### src/rtl/sos_cascade_sequencer.sv
// Sequences one shared biquad section through an N_STAGES IIR cascade, one sample at a time.
// Optional output clamp to the sample range: define SOS_SEQ_SAT_EN (adds sat_o).
module sos_cascade_sequencer #(
    parameter int unsigned S_WD     = 16,
    parameter int unsigned L_WD     = 32,
    parameter int unsigned N_STAGES = 4,
    parameter int unsigned TMO_CYC  = 64,
    parameter int unsigned IDX_WD   = (N_STAGES > 1) ? $clog2(N_STAGES) : 1
) (
    input  logic              clk_i,
    input  logic              rst_ni,
    input  logic              in_valid_i,
    output logic              in_ready_o,
    input  logic [S_WD-1:0]   in_data_i,
    input  logic              signed_i,
    output logic              sec_start_o,
    output logic [IDX_WD-1:0] sec_idx_o,
    output logic [L_WD-1:0]   sec_data_o,
    input  logic              sec_valid_i,
    input  logic [L_WD-1:0]   sec_data_i,
    output logic              out_valid_o,
    input  logic              out_ready_i,
    output logic [L_WD-1:0]   out_data_o,
    output logic              busy_o,
`ifdef SOS_SEQ_SAT_EN
    output logic              sat_o,
`endif
    output logic              err_o
);

    localparam int unsigned CntWd = $clog2(TMO_CYC + 1);

    typedef enum logic [1:0] {StIdle, StIssue, StWait, StDone} state_e;

    state_e            state_q, state_d;
    logic [IDX_WD-1:0] idx_q, idx_d;
    logic [L_WD-1:0]   opnd_q, opnd_d;
    logic              signed_q, signed_d;
    logic [CntWd-1:0]  cnt_q, cnt_d;
    logic              err_q, err_d;
    logic              sec_start_q;
    logic [IDX_WD-1:0] sec_idx_q;
    logic [L_WD-1:0]   sec_data_q;
    logic              out_valid_q;
    logic [L_WD-1:0]   out_data_q;
    logic [L_WD-1:0]   ext_data;
    logic [L_WD-1:0]   res_val;
    logic              res_clamped;
    logic              enter_done;

    assign ext_data = {{(L_WD-S_WD){signed_i & in_data_i[S_WD-1]}}, in_data_i};

    always_comb begin
        state_d  = state_q;
        idx_d    = idx_q;
        opnd_d   = opnd_q;
        signed_d = signed_q;
        cnt_d    = cnt_q;
        err_d    = err_q;
        unique case (state_q)
            StIdle: begin
                if (sec_valid_i) err_d = 1'b1;
                if (in_valid_i) begin
                    signed_d = signed_i;
                    opnd_d   = ext_data;
                    idx_d    = '0;
                    state_d  = StIssue;
                end
            end
            StIssue: begin
                if (sec_valid_i) err_d = 1'b1;
                // The launch cycle itself counts as the first cycle of the wait budget.
                cnt_d   = CntWd'(1);
                state_d = StWait;
            end
            StWait: begin
                if (sec_valid_i) begin
                    opnd_d = sec_data_i;
                    if (idx_q == IDX_WD'(N_STAGES - 1)) begin
                        state_d = StDone;
                    end else begin
                        idx_d   = idx_q + 1'b1;
                        state_d = StIssue;
                    end
                end else if (cnt_q == CntWd'(TMO_CYC - 1)) begin
                    err_d   = 1'b1;
                    state_d = StIdle;
                end else begin
                    cnt_d = cnt_q + 1'b1;
                end
            end
            StDone: begin
                if (sec_valid_i) err_d = 1'b1;
                if (out_ready_i) state_d = StIdle;
            end
            default: state_d = StIdle;
        endcase
    end

    assign enter_done = (state_q == StWait) && (state_d == StDone);

`ifdef SOS_SEQ_SAT_EN
    localparam logic [L_WD-1:0] SMax = {{(L_WD-S_WD+1){1'b0}}, {(S_WD-1){1'b1}}};
    localparam logic [L_WD-1:0] SMin = ~SMax;
    localparam logic [L_WD-1:0] UMax = {{(L_WD-S_WD){1'b0}}, {S_WD{1'b1}}};

    logic sat_q;

    always_comb begin
        res_val     = sec_data_i;
        res_clamped = 1'b0;
        if (signed_q) begin
            // In range iff every bit from the sample sign bit upward matches the MSB.
            if (sec_data_i[L_WD-1:S_WD-1] != {(L_WD-S_WD+1){sec_data_i[L_WD-1]}}) begin
                res_clamped = 1'b1;
                res_val     = sec_data_i[L_WD-1] ? SMin : SMax;
            end
        end else if (sec_data_i[L_WD-1]) begin
            res_clamped = 1'b1;
            res_val     = '0;
        end else if ((sec_data_i >> S_WD) != '0) begin
            res_clamped = 1'b1;
            res_val     = UMax;
        end
    end

    always_ff @(posedge clk_i or negedge rst_ni) begin
        if (!rst_ni) begin
            sat_q <= 1'b0;
        end else if (enter_done) begin
            sat_q <= res_clamped;
        end else if (state_d != StDone) begin
            sat_q <= 1'b0;
        end
    end

    assign sat_o = sat_q;
`else
    assign res_val     = sec_data_i;
    assign res_clamped = 1'b0;
`endif

    always_ff @(posedge clk_i or negedge rst_ni) begin
        if (!rst_ni) begin
            state_q     <= StIdle;
            idx_q       <= '0;
            opnd_q      <= '0;
            signed_q    <= 1'b0;
            cnt_q       <= '0;
            err_q       <= 1'b0;
            sec_start_q <= 1'b0;
            sec_idx_q   <= '0;
            sec_data_q  <= '0;
            out_valid_q <= 1'b0;
            out_data_q  <= '0;
        end else begin
            state_q     <= state_d;
            idx_q       <= idx_d;
            opnd_q      <= opnd_d;
            signed_q    <= signed_d;
            cnt_q       <= cnt_d;
            err_q       <= err_d;
            sec_start_q <= (state_d == StIssue);
            out_valid_q <= (state_d == StDone);
            if (state_d == StIssue) begin
                sec_idx_q  <= idx_d;
                sec_data_q <= opnd_d;
            end
            if (enter_done) out_data_q <= res_val;
        end
    end

    assign in_ready_o  = (state_q == StIdle);
    assign busy_o      = (state_q != StIdle);
    assign sec_start_o = sec_start_q;
    assign sec_idx_o   = sec_idx_q;
    assign sec_data_o  = sec_data_q;
    assign out_valid_o = out_valid_q;
    assign out_data_o  = out_data_q;
    assign err_o       = err_q;

endmodule

### config.mk
export PLATFORM = sky130hd
export DESIGN_NAME = sos_cascade_sequencer
export DESIGN_NICKNAME = d
export VERILOG_FILES = /design/src/rtl/sos_cascade_sequencer.sv
export SDC_FILE = /design/constraint.sdc
export NUM_CORES = 1
export LEC_CHECK = 0
export ABC_AREA = 0
export ABC_CLOCK_PERIOD_IN_PS = 3400
export CORE_ASPECT_RATIO = 2
export CORE_MARGIN = 2
export CORE_UTILIZATION = 52
export DETAILED_ROUTE_END_ITERATION = 10
export HOLD_SLACK_MARGIN = 0.03
export PLACE_DENSITY = 0.82
export SYNTH_ARGS = -nofsm -noshare
export SYNTH_HDL_FRONTEND = slang
export SYNTH_SLANG_ARGS = --single-unit
### constraint.sdc
create_clock -name clk_i -period 3.4 [get_ports clk_i]
set_clock_uncertainty 0.05 [all_clocks]
set_input_delay 0.68 -clock clk_i [delete_from_list [all_inputs] [get_ports clk_i]]
set_output_delay 0.68 -clock clk_i [all_outputs]
set_load 0.05 [all_outputs]
==> results.md <==
* Status: complete, no violations
* Wire length after detailed routing at 12100 um
* Final Max Tran Viols at 0
* Postcts setup bufs at 0
* Yosys warns at 0
* First-pass GRT wire length at 19600 um
* CTS clk-pin slew, worst paths at 0.07 ns
* Port Buffer Count at 124
* Overflow after GRT at 0
* Number of synthesized flops with an enable pin at 0
* Die area at 9740 um2
* WL met3 at 616 um
* Post-CTS sizing at 0
* Fin crit share at 87.9%
* CP arrival at 2.26 ns
* All-Layer GR Usage at 26.3%
* Drt pass-1 iters at 5
* Worst Path Max Fanout at 19
* Hold Violations, Final at 0
* P_leak at 2.68 nW
* CP required at 2.67 ns
* Synth Area per Inst at 13.3 um2
* Fraction of layout cells with a size suffix above 1 at 17.9%
* Max VDD drop at 0.000698 V
* Final GP Congestion at 0.820
* DRC Markers at 0
* Clk root buf: clkbuf_16
* Ports at 125
* CTS Sinks at 105
* Core area at 8650 um2
* Post-DP HPWL at 8390 um
* Worst R2R Path Depth at 5
* Post-synth net total at 405
* Most common library cells after synthesis: 105 x dfrtp_1, 40 x mux2_4, 29 x nand2_1
* Overall via count from detail_route at 3430
* Routed WL per cell at 21.3 um
* Hold crit path type: primary input to asynchronous set/reset pin
* Pwr Total at 6.48 mW
* CTS Hold Bufs at 0
* Largest cells by area after synthesis: dfrtp_1 57%, mux2_4 13%, o2bb2ai_1 3.0%, a22oi_1 2.4%, mux2_2 2.4%
* Final std cells w/o fill at 568
* Unique masters post-synth at 49
* RSZ-0062 raised after global routing: false
* FILL cells at 603
* Floorplan row count at 48
* Dominant cell type by area after synthesis: dfrtp_1
* Remaining antenna violation count at 0
* Iter 0 DRT Violations at 284
* Final setup vio count at 0
* Uppermost layer routed: met4
* Num CTS Buffers at 9
* Final min period at 2.99 ns
* Startpoint Class: flop
* Vias/cell at 6.04
* Cell Area, Synth at 4640 um2
* Asr flop ratio synth at 100%
* H-tree level count at 3
* Largest net degree at the start of global routing at 49
* Most common cell in the netlist: dfrtp_1
* Initial antenna violation count at 0
* Met2 routed WL at 6690 um
* Critical path type: flop to primary output
* Post-Place Cells at 552
* Fin Setup TNS at 0 ns
* Clock Tree Buf Depth at 2
* Share of the synthesized area in the top cell type at 56.6%
* Endpoint type of the worst setup path: primary output
* Main synth FF type: dfrtp_1
* Final setup margin at 0.410 ns
* Layout area overhead at 33.0%
* Die Span Y at 138 um
* FF+latch area at 2630 um2
* Skew-Pair Late Insertion Delay at 0.35 ns
* WL met1 at 4270 um
* PD cells at 1050 nW/um2
* Multi-input logic area at 1790 um2
* Initial Util at 53.7%
* Fmax at 334 MHz
* Die Wd at 70.8 um
* Slew headroom at 57.6%
* Cell count after synthesis at 350
* Pre-CTS setup slack at 0.356 ns
* Worst Tran Pin Value at 0.635 ns
* Minimum hold slack at 0.291 ns
* NumNets Final at 518
* Number of global-route vias before repair at 3754
* Max-cap violation count at 0
* Antenna fix cells at 0
* Sequential element share of the synthesized area at 56.6%
* Seq cells post-synth at 105
* CTS tree: built
## sequential cells by signal (all words and copies together) (netlist names)
| signal | cells |
|---|---|
| sec_idx_o | 2 |
| opnd_q | 25 |
| out_data_o | 32 |
| out_valid_o | 1 |
| state_q | 2 |
| cnt_q | 7 |
| sec_data_o | 32 |
| idx_q | 2 |
| sec_start_o | 1 |
| err_o | 1 |
## routing by layer
metal | GRT usage (%) | vias up
li1 | - | 1521
met1 | 29.0 | 1719
met2 | 46.9 | 152
met3 | 5.78 | 38
met4 | 13.2 | 0
met5 | 0 | -
## worst max-delay path: stages, from the launching register on
cell             delay [ns]
dfrtp_1                0.75
nor2_1                 0.22
inv_1                  0.13
clkdlybuf4s50_1        0.81
## layout by cell type (no fill, tap or decap), drive strengths merged, types with 5 or more instances in the layout
master / netlist / routed
clkdlybuf4s50: 0 / 123
dfrtp: 105 / 105
mux2: 50 / 50
nand2: 29 / 29
o2bb2ai: 16 / 16
o21ai: 16 / 16
a22oi: 15 / 15
a21oi: 15 / 15
a211oi: 10 / 10
o22ai: 9 / 9
a2bb2oi: 9 / 9
clkbuf: 11 / 9
buf: 18 / 8
inv: 4 / 6
a31oi: 5 / 5
## cells by family after synthesis
family / Yosys count / synth area share (%)
multiplexers: 50 / 15.4
AO/OA/AOI/OAI: 108 / 17.0
AND/OR/NAND/NOR: 53 / 6.01
buffers and inverters: 33 / 4.77
flip-flops: 105 / 56.6
adder cells (fa/ha/maj): 1 / 0.270
## path summary, 6_finish.rpt
path | slack, ns | start | end
setup reg to reg | 0.76 | state_q[1] | sec_data_o[1]
max in group asynchronous | 2.24 | rst_ni | out_data_o[24]
hold / removal | 0.29 | rst_ni | out_data_o[11]
setup / recovery | 0.41 | state_q[1] | busy_o
min in group clk_i | 0.44 | err_o | err_o
hold reg to reg | 0.44 | err_o | err_o
## stage by stage
stage	instance area (um2)	util, %
3_5_place_dp	5870	67.9
6_report	6170	71.4
5_1_grt	6170	71.4
4_1_cts	6170	71.4
3_3_place_gp	5870	67.9
2_1_floorplan	4640	-
## power breakdown
| part | internal (mW) | switching, mW | leakage (nW) |
|---|---|---|---|
| combinational | 1.27 | 2.07 | 1.18 |
| clock | 0.579 | 0.476 | 0.144 |
| sequential | 1.75 | 0.335 | 1.35 |
## cell type report
class / instances / area share (%)
sequential: 105 / 42.6
tap: 100 / 2.03
clock buffer: 9 / 3.65
multi-input combinational: 212 / 29.0
clock inverter: 7 / 1.28
timing repair buffer: 131 / 21.1
inverter: 4 / 0.324
No activity file was read; power rests on OpenSTA's default activity.
